## config.mk

```make
export PLATFORM = sky130hd
export DESIGN_NAME = alu_md_controller
export DESIGN_NICKNAME = d
export VERILOG_FILES = /design/src/rtl/alu_md_controller.sv
export SDC_FILE = /design/constraint.sdc
export NUM_CORES = 1
export LEC_CHECK = 0
export CAP_MARGIN = 20
export CORE_MARGIN = 2
export CORE_UTILIZATION = 40
export DETAILED_ROUTE_END_ITERATION = 16
export DONT_BUFFER_PORTS = 1
export SLEW_MARGIN = 20
export SYNTH_ARGS = -nofsm -noshare
export SYNTH_HDL_FRONTEND = slang
export SYNTH_SLANG_ARGS = --single-unit
```

## constraint.sdc

```tcl
create_clock -name clk -period 5.05 [get_ports clk]
set_input_delay 1.2625 -clock clk [delete_from_list [all_inputs] [get_ports clk]]
set_output_delay 1.2625 -clock clk [all_outputs]
set_load 0.01 [all_outputs]
```

## src/rtl/alu_md_controller.sv

```systemverilog
// alu_md_controller
//   Execute-stage ALU control decoder with an iterative RV32M multiply/divide
//   sequencer. The ALU operation code is decoded with zero latency. M-type
//   instructions are latched into a shift-add multiplier or a restoring divider
//   that runs for XLEN cycles while holding the pipeline. The result is then
//   presented together with a one-cycle valid pulse.
//
// Parameters
//   XLEN      operand/result width (>= 8, even)
//   ENABLE_M  1 = M-ops execute, 0 = M-ops decode as ILLEGAL and never stall
//
// Ports
//   clk, reset              clock, asynchronous active-high reset
//   valid_i                 instruction present in execute
//   ALUOp, IsRType          main-controller class of instruction
//   Funct7, Funct3          instruction function fields
//   rs1_i, rs2_i            M-op operands A and B
//   Operation               5-bit ALU operation code (combinational)
//   stall_o                 freeze PC/IF/ID/EX (combinational)
//   busy_o                  sequencer not idle (registered)
//   md_valid_o, md_result_o M-op result and its one-cycle valid pulse
module alu_md_controller #(
  parameter int XLEN     = 32,
  parameter bit ENABLE_M = 1'b1
) (
  input  logic            clk,
  input  logic            reset,
  input  logic            valid_i,
  input  logic [1:0]      ALUOp,
  input  logic            IsRType,
  input  logic [6:0]      Funct7,
  input  logic [2:0]      Funct3,
  input  logic [XLEN-1:0] rs1_i,
  input  logic [XLEN-1:0] rs2_i,
  output logic [4:0]      Operation,
  output logic            stall_o,
  output logic            busy_o,
  output logic            md_valid_o,
  output logic [XLEN-1:0] md_result_o
);

  localparam int CW = $clog2(XLEN) + 1;

  localparam logic [4:0] OP_ADD     = 5'b00000;
  localparam logic [4:0] OP_SUB     = 5'b00001;
  localparam logic [4:0] OP_SLL     = 5'b00010;
  localparam logic [4:0] OP_SLT     = 5'b00011;
  localparam logic [4:0] OP_SLTU    = 5'b00100;
  localparam logic [4:0] OP_XOR     = 5'b00101;
  localparam logic [4:0] OP_SRL     = 5'b00110;
  localparam logic [4:0] OP_SRA     = 5'b00111;
  localparam logic [4:0] OP_OR      = 5'b01000;
  localparam logic [4:0] OP_AND     = 5'b01001;
  localparam logic [4:0] OP_BEQ     = 5'b01010;
  localparam logic [4:0] OP_PASSB   = 5'b01011;
  localparam logic [4:0] OP_BNE     = 5'b01100;
  localparam logic [4:0] OP_BLT     = 5'b01101;
  localparam logic [4:0] OP_BGE     = 5'b01110;
  localparam logic [4:0] OP_BLTU    = 5'b01111;
  localparam logic [4:0] OP_MD      = 5'b10000;
  localparam logic [4:0] OP_BGEU    = 5'b10001;
  localparam logic [4:0] OP_ILLEGAL = 5'b11111;

  typedef enum logic [1:0] {IDLE, MUL, DIV, DONE} state_t;

  state_t            state, next_state;
  logic              m_req, start, last;
  logic [2*XLEN-1:0] acc;
  logic [XLEN-1:0]   mag;
  logic              neg_a, neg_b;
  logic [1:0]        f3;
  logic [CW-1:0]     count;

  logic              sign_a_en, sign_b_en, neg_a_in, neg_b_in;
  logic [XLEN-1:0]   mag_a_in, mag_b_in;
  logic              div_zero, div_ovf, special;
  logic [XLEN-1:0]   special_result;

  logic [XLEN:0]     mul_sum;
  logic [2*XLEN-1:0] mul_next, prod_signed;
  logic [XLEN:0]     div_rem;
  logic              div_ge;
  logic [XLEN-1:0]   div_diff;
  logic [2*XLEN-1:0] div_next;
  logic [XLEN-1:0]   quo_signed, rem_signed, mul_res, div_res, final_result;

  assign m_req = (ALUOp == 2'b10) && IsRType && (Funct7 == 7'b0000001);
  // A new M-op is only taken from IDLE, so the instruction still held during DONE cannot retrigger.
  assign start = (state == IDLE) && valid_i && m_req && ENABLE_M;
  assign last  = (count == CW'(XLEN - 1));

  assign stall_o    = start || (state == MUL) || (state == DIV);
  assign busy_o     = (state != IDLE);
  assign md_valid_o = (state == DONE);

  // Zero-latency ALU operation decode
  always_comb begin
    Operation = OP_ILLEGAL;
    case (ALUOp)
      2'b00: Operation = OP_ADD;
      2'b11: Operation = OP_PASSB;
      2'b01: begin
        case (Funct3)
          3'b000:  Operation = OP_BEQ;
          3'b001:  Operation = OP_BNE;
          3'b100:  Operation = OP_BLT;
          3'b101:  Operation = OP_BGE;
          3'b110:  Operation = OP_BLTU;
          3'b111:  Operation = OP_BGEU;
          default: Operation = OP_ILLEGAL;
        endcase
      end
      default: begin
        if (m_req) begin
          Operation = ENABLE_M ? OP_MD : OP_ILLEGAL;
        end else begin
          case (Funct3)
            3'b000:  Operation = (IsRType && Funct7 == 7'b0100000) ? OP_SUB : OP_ADD;
            3'b001:  Operation = OP_SLL;
            3'b010:  Operation = OP_SLT;
            3'b011:  Operation = OP_SLTU;
            3'b100:  Operation = OP_XOR;
            3'b101:  Operation = (Funct7 == 7'b0100000) ? OP_SRA : OP_SRL;
            3'b110:  Operation = OP_OR;
            default: Operation = OP_AND;
          endcase
        end
      end
    endcase
  end

  // Operand signedness by Funct3. MUL (000) is treated as signed x signed.
  // That is harmless because only the low half is kept.
  assign sign_a_en = Funct3[2] ? ~Funct3[0] : (Funct3[1:0] != 2'b11);
  assign sign_b_en = Funct3[2] ? ~Funct3[0] : ~Funct3[1];
  assign neg_a_in  = sign_a_en & rs1_i[XLEN-1];
  assign neg_b_in  = sign_b_en & rs2_i[XLEN-1];
  assign mag_a_in  = neg_a_in ? -rs1_i : rs1_i;
  assign mag_b_in  = neg_b_in ? -rs2_i : rs2_i;

  assign div_zero       = (rs2_i == '0);
  assign div_ovf        = ~Funct3[0] && (rs1_i == {1'b1, {(XLEN-1){1'b0}}}) && (rs2_i == '1);
  assign special        = Funct3[2] && (div_zero || div_ovf);
  assign special_result = div_zero ? (Funct3[1] ? rs1_i : '1) : (Funct3[1] ? '0 : rs1_i);

  // Multiply step: acc holds {partial high, remaining multiplier bits}; add A when the LSB is set, shift right.
  assign mul_sum  = {1'b0, acc[2*XLEN-1:XLEN]} + {1'b0, mag};
  assign mul_next = acc[0] ? {mul_sum, acc[XLEN-1:1]} : {1'b0, acc[2*XLEN-1:1]};

  // Restoring divide step: acc holds {remainder, dividend/quotient}.
  // The difference needs only XLEN bits because the remainder is always below the divisor after restoring.
  assign div_rem  = {acc[2*XLEN-1:XLEN], acc[XLEN-1]};
  assign div_ge   = (div_rem >= {1'b0, mag});
  assign div_diff = div_rem[XLEN-1:0] - mag;
  assign div_next = {(div_ge ? div_diff : div_rem[XLEN-1:0]), acc[XLEN-2:0], div_ge};

  assign prod_signed  = (neg_a ^ neg_b) ? -mul_next : mul_next;
  assign mul_res      = (f3 == 2'b00) ? prod_signed[XLEN-1:0] : prod_signed[2*XLEN-1:XLEN];
  assign quo_signed   = (neg_a ^ neg_b) ? -div_next[XLEN-1:0] : div_next[XLEN-1:0];
  assign rem_signed   = neg_a ? -div_next[2*XLEN-1:XLEN] : div_next[2*XLEN-1:XLEN];
  assign div_res      = f3[1] ? rem_signed : quo_signed;
  assign final_result = (state == MUL) ? mul_res : div_res;

  // State register
  always_ff @(posedge clk or posedge reset) begin
    if (reset) begin
      state <= IDLE;
    end else begin
      state <= next_state;
    end
  end

  // Next-state logic; special-case divides skip straight to DONE
  always_comb begin
    next_state = state;
    case (state)
      IDLE: begin
        if (start) begin
          if (!Funct3[2])   next_state = MUL;
          else if (special) next_state = DONE;
          else              next_state = DIV;
        end
      end
      MUL:     if (last) next_state = DONE;
      DIV:     if (last) next_state = DONE;
      default: next_state = IDLE;
    endcase
  end

  // Operand latch, iteration datapath and result register.
  // The result is captured on the edge into DONE and then held.
  always_ff @(posedge clk or posedge reset) begin
    if (reset) begin
      acc         <= '0;
      mag         <= '0;
      neg_a       <= 1'b0;
      neg_b       <= 1'b0;
      f3          <= '0;
      count       <= '0;
      md_result_o <= '0;
    end else begin
      case (state)
        IDLE: begin
          if (start) begin
            acc   <= {{XLEN{1'b0}}, (Funct3[2] ? mag_a_in : mag_b_in)};
            mag   <= Funct3[2] ? mag_b_in : mag_a_in;
            neg_a <= neg_a_in;
            neg_b <= neg_b_in;
            f3    <= Funct3[1:0];
            count <= '0;
            if (special) md_result_o <= special_result;
          end
        end
        MUL, DIV: begin
          acc   <= (state == MUL) ? mul_next : div_next;
          count <= count + CW'(1);
          if (last) md_result_o <= final_result;
        end
        default: ;
      endcase
    end
  end

endmodule

```

# == Word-level counts from Yosys, hierarchy flattened ==
# Index checks and enable logic that the tools add are counted.
# totals
in_bits,80
elab_cells,104
ff_bits,140
output_inout_bits,40
# classes
bitwise,5
n_eq_ne,22
n_mux,37
addsub,8
order_cmp,1
reduce_logical,23
# ops
op,count
32-bit two-way mux,16
64-bit two-way mux,4
32-bit negator,4
64-bit case mux with 2 select lines,1
32-bit == test (second input constant),2
64-bit negator,1
32-bit case mux with 2 select lines,1
32-bit by 32-bit adder with 33-bit output,1
33-bit by 32-bit greater-or-equal comparator with 1-bit output,1
32-bit logical NOT,1
32-bit subtractor,1
5-bit case mux with 6 select lines,1
4-bit case mux with 7 select lines,1
5-bit case mux with 3 select lines,1
3-bit == test (second input constant),4
6-bit case mux with 2 select lines,1
2-bit == test (second input constant),4
1-bit logical AND,8
7-bit by 1-bit == test with 1-bit output (second input constant),1
7-bit by 6-bit == test with 1-bit output (second input constant),1
6-bit by 1-bit adder with 6-bit output (second input constant),1
3-bit by 2-bit == test with 1-bit output (second input constant),2
6-bit by 5-bit == test with 1-bit output (second input constant),1
2-bit logical NOT,3
other kinds (18),34

# == Depth between registers and ports, before layout ==
# logic_depth
word_depth,9
depth_mapped,24
mapped_depth_nobuf,19

# == Worst setup path after synthesis ==
# Ideal clock, no wire load.
# synth_timing
kind,register -> register
from,register acc[33]
to,register md_result_o[30]
required_ns,4.922
slack_ns,0.018
period_less_slack_ns,5.032
arrival_time_ns,4.904
path_stages_with_launch,23
n_path_buf,5
setup_time_ns,0.128
cell_sequence,dfrtp_1 > ha_1 > buf_2 > a21oi_2 > a211oi_1 > o31a_1 > o2111a_1 > or3_1 > buf_4 > buf_6 > buf_2 > buf_2 > o21ai_0 > ha_1 > nand4_1 > o21bai_1 > nor3_1 > o221ai_1 > a211oi_1 > a41oi_1 > xor2_1 > a211oi_1 > o31ai_2
# synth_via
elab_chain_cells,8
elab_cells_between_ends,16
classes_between,5 x add/sub; 1 x order compare; 10 x mux
# synth_lines
item,line,text
start: declaration,68,logic [2*XLEN-1:0] acc;
start signal: assignment,205,"acc <= {{XLEN{1'b0}}, (Funct3[2] ? mag_a_in : mag_b_in)};"
start signal: assignment,215,acc <= (state == MUL) ? mul_next : div_next;
32-bit by 32-bit adder with 33-bit output (tied with other cells),147,"assign mul_sum = {1'b0, acc[2*XLEN-1:XLEN]} + {1'b0, mag};"
64-bit two-way mux / 32-bit two-way mux (equally long branches),"148, 155",
64-bit negator / 32-bit negator (equally long branches),"157, 160",
64-bit two-way mux / 32-bit two-way mux (equally long branches),"157, 160",
"32-bit two-way mux, on equally long branches","158, 161",
32-bit two-way mux *,162,assign final_result = (state == MUL) ? mul_res : div_res;
32-bit two-way mux *,217,if (last) md_result_o <= final_result;
32-bit case mux with 2 select lines *,202,case (state)
end signal: assignment,211,if (special) md_result_o <= special_result;
end signal: assignment,217,
end: declaration,39,output logic [XLEN-1:0] md_result_o
# Mark *: on every way between the ends. The rest lies on a longest branch, timed or not. The select of a mux whose other input is x is not followed.
# A chain may end at the register's enable or synchronous reset.

# == Worst setup path in the final report ==
# layout_timing
from,register acc[31]
to,register md_result_o[31]
# layout_via
elab_chain_cells,8
elab_cells_between_ends,15
classes_between,4 x add/sub; 1 x order compare; 10 x mux
# layout_lines
item,line,text
32-bit subtractor / 33-bit by 32-bit greater-or-equal comparator with 1-bit output (equally long branches),"154, 153",
32-bit two-way mux,155,"assign div_next = {(div_ge ? div_diff : div_rem[XLEN-1:0]), acc[XLEN-2:0], div_ge};"
32-bit negator,160,assign rem_signed = neg_a ? -div_next[2*XLEN-1:XLEN] : div_next[2*XLEN-1:XLEN];
32-bit two-way mux,160,
32-bit two-way mux,161,assign div_res = f3[1] ? rem_signed : quo_signed;
32-bit two-way mux *,162,
32-bit two-way mux *,217,
32-bit case mux with 2 select lines *,202,
# Marked as above.

==> impl_metrics.csv <==
group,metric,value,unit
route,drc,0,
sta,setup_viol,0,
critical_path,crit_fanout,5,
floorplan,ios,120,
sta,rsz0062_at_grt,"false",
logic_synthesis,synth_seq_cells,140,
min_path,hp-class,"flip-flop to flip-flop",
route,dr.pass1.iters,6,
logic_synthesis,ys_types,93,
route,route.met3.wl,8420,um
route,wl_met1,32000,um
floorplan,core_area,44300,um^2
floorplan,die_y,216,um
logic_synthesis,synthesis.nets,2688,
finish,fin_util,0.445,
outcome,outcome,"finished, final reports clean",
critical_path,cp-start-kind,"flip-flop",
route,top_layer,"met5",
flow_run,drv_cap,0,
finish,final_cell_mix,"287 x a21oi_1, 269 x nor2_1, 262 x nand2_1",
critical_path,crit_type,"flip-flop to flip-flop",
logic_synthesis,syn_area,18000,um^2
sta,worstMarginPinSlew,1.03,ns
logic_synthesis,synth.avg_cell_area,7.11,um^2
sta,fmax,202,MHz
sta,skew,0.0188,ns
route,wl_met2,34400,um
clock_network,htreeDepth,4,
power,p_per_area,703,nW/um^2
clock_network,cts_tree,"built",
finish,layout.nets,2646,
clock_network,clkLatencyLatePin,0.46,ns
logic_synthesis,ys_seq_area_frac,0.195,
route,drt_iter0_drc,2384,
route,ant_nets,0,
global_route,antenna_found_initial,11,
floorplan,rows,77,
logic_synthesis,yosys_warnings,0,
logic_synthesis,synthArstFlopShare,1.00,
floorplan,start_util,0.406,
critical_path,cp-end-kind,"flip-flop",
place,place_congestion,1.01,
sta,period_share,0.978,
finish,fill_cells,4560,
sta,fin_crit,4.94,ns
floorplan,die_area,46700,um^2
place,io_buffers,0,
global_route,grt_usage,0.331,
finish,multi_input_area,13600,um^2
clock_network,root_buffer,"clkbuf_16",
sta,slew-limit-headroom,0.316,
logic_synthesis,synth_edf_count,0,
finish,final_common_cell,"a21oi_1",
critical_path,crit_arrival,5.25,ns
power,p_leak,7.79,nW
power,peakVddDrop,0.904,mV
clock_network,cts.path.max_buffers,2,
route,routed_wl,79200,um
critical_path,worstPathRequired,5.36,ns
floorplan,die_w,216,um
clock_network,cts_inserted_buffers,17,
global_route,grt_pass1_vias,18300,
sta,drv_slew,0,
sta,finalHoldViolations,0,
finish,layout-drive-gt1-share,0.0960,
route,avgRoutedWirePerCell,25.6,um
route,vias,20200,
clock_network,clock_sinks,140,
route,avgViaCountPerCell,6.51,
logic_synthesis,syn_inst,2531,
clock_network,clk_pin_slew,0.06,ns
sta,tns,0,ns
logic_synthesis,synthFlopType,"dfrtp_1",
place,dp_hpwl,63200,um
global_route,grt_max_degree,135,
global_route,grt_pass1_wl,118000,um
finish,area_growth,9.46,%
global_route,grt.overflow.total,0,
finish,regArea,3500,um^2
-- logic make-up after synthesis --
kind of cell | count (synthesis) | synth area share
XOR/XNOR | 195 | 0.0949
AO/OA/AOI/OAI | 872 | 0.307
flip-flops | 140 | 0.195
AND/OR/NAND/NOR | 876 | 0.229
multiplexers | 96 | 0.0557
buffers and inverters | 259 | 0.0557
adder cells (fa/ha/maj) | 93 | 0.0632
-- timing repair --
| action | in CTS | in global routing |
|---|---|---|
| hold buffers | 0 | 0 |
| buffers inserted | 0 | 0 |
| setup endpoints to repair | 1 | 6 |
| gates resized for setup | 1 | 6 |
-- metal layers --
layer	up-vias	global-route usage
met5	-	0
met1	9665	0.433
met2	1124	0.508
met3	184	0.0825
met4	8	0.165
li1	9192	-
-- worst paths after layout --
path	start	to	slack (ns)	depth (start not counted)
max	acc[31]	md_result_o[31]	0.11	17
max reg2reg	acc[31]	md_result_o[31]	0.11	17
min in group asynchronous	reset	state[0]	0.77	1
max in group asynchronous	reset	md_result_o[18]	3.33	2
min reg2reg	mag[8]	mag[8]	0.52	2
min	mag[8]	mag[8]	0.52	2
-- flip-flops by register name, indices dropped and copies added (netlist names) --
name,cells
acc,64
mag,32
md_result_o,32
count,6
f3,2
state,2
neg_a,1
neg_b,1
-- cell type report --
cell class / instances / area share
diodes: 6 / 0.000762
clock buffers: 19 / 0.0225
clock inverters: 12 / 0.00705
inverters: 74 / 0.0143
multi-input cells: 2132 / 0.691
flip-flops and latches: 140 / 0.178
well taps: 592 / 0.0376
repair buffers: 124 / 0.0485
-- cell usage after synthesis, drive strengths merged, types with 11 or more instances --
library cell / number / area share
xnor2: 115 / 0.056
a21oi: 289 / 0.081
nand4: 28 / 0.0097
maj3: 16 / 0.0089
o21a: 19 / 0.0079
dfrtp: 140 / 0.19
inv: 71 / 0.015
mux2: 34 / 0.021
or4: 11 / 0.0052
o21bai: 11 / 0.0048
o211ai: 31 / 0.013
a21o: 28 / 0.012
mux2i: 62 / 0.034
and2: 12 / 0.0042
o31ai: 41 / 0.018
buf: 38 / 0.0096
a31oi: 36 / 0.013
nor2: 270 / 0.056
nor4: 39 / 0.014
a211oi: 63 / 0.027
a22o: 30 / 0.015
xor2: 80 / 0.039
or3: 44 / 0.015
ha: 75 / 0.052
nand3: 43 / 0.012
nand2b: 18 / 0.0063
and3: 20 / 0.0069
nand2: 263 / 0.055
clkbuf: 147 / 0.031
o21ai: 209 / 0.058
nor3: 76 / 0.022
nor2b: 12 / 0.0042
-- worst max-delay path: stages (launching register included) --
cell and delay, ns:
dfrtp_1 0.37, inv_1 0.16, ha_1 0.23, inv_1 0.07, fa_1 0.47, a21oi_1 0.23
o21ai_0 0.19, a2111oi_0 0.73, buf_4 0.22, o21bai_1 0.10, xor2_1 0.20, nor4_1 0.37
o22ai_1 0.22, or2_1 0.28, or3b_1 0.41, mux2i_1 0.14, a21oi_1 0.30, o31ai_2 0.10
-- power by group --
group | internal (mW) | switching, mW
sequential | 1.54 | 0.686
clock | 0.744 | 0.583
combinational | 3.68 | 6.63
-- per-stage QoR --
| stage | cell area (um^2) | hold slack [ns] | total power, mW | worst slack (ns) | cells |
|---|---|---|---|---|---|
| after floorplan | 18000 | 0.475 | 8.69 | 0.0183 | 2531 |
| after global placement | 19100 | 0.497 | 12.1 | 0.110 | 3062 |
| after detailed placement | 19100 | 0.510 | 12.2 | 0.00935 | 3062 |
| after CTS | 19700 | 0.525 | 13.5 | 0.0845 | 3093 |
| after global routing | 19700 | 0.559 | 14.7 | 0.0210 | 3093 |
| final | 19700 | 0.521 | 13.9 | 0.109 | 3099 |
Power figures use the tool's default switching activity.
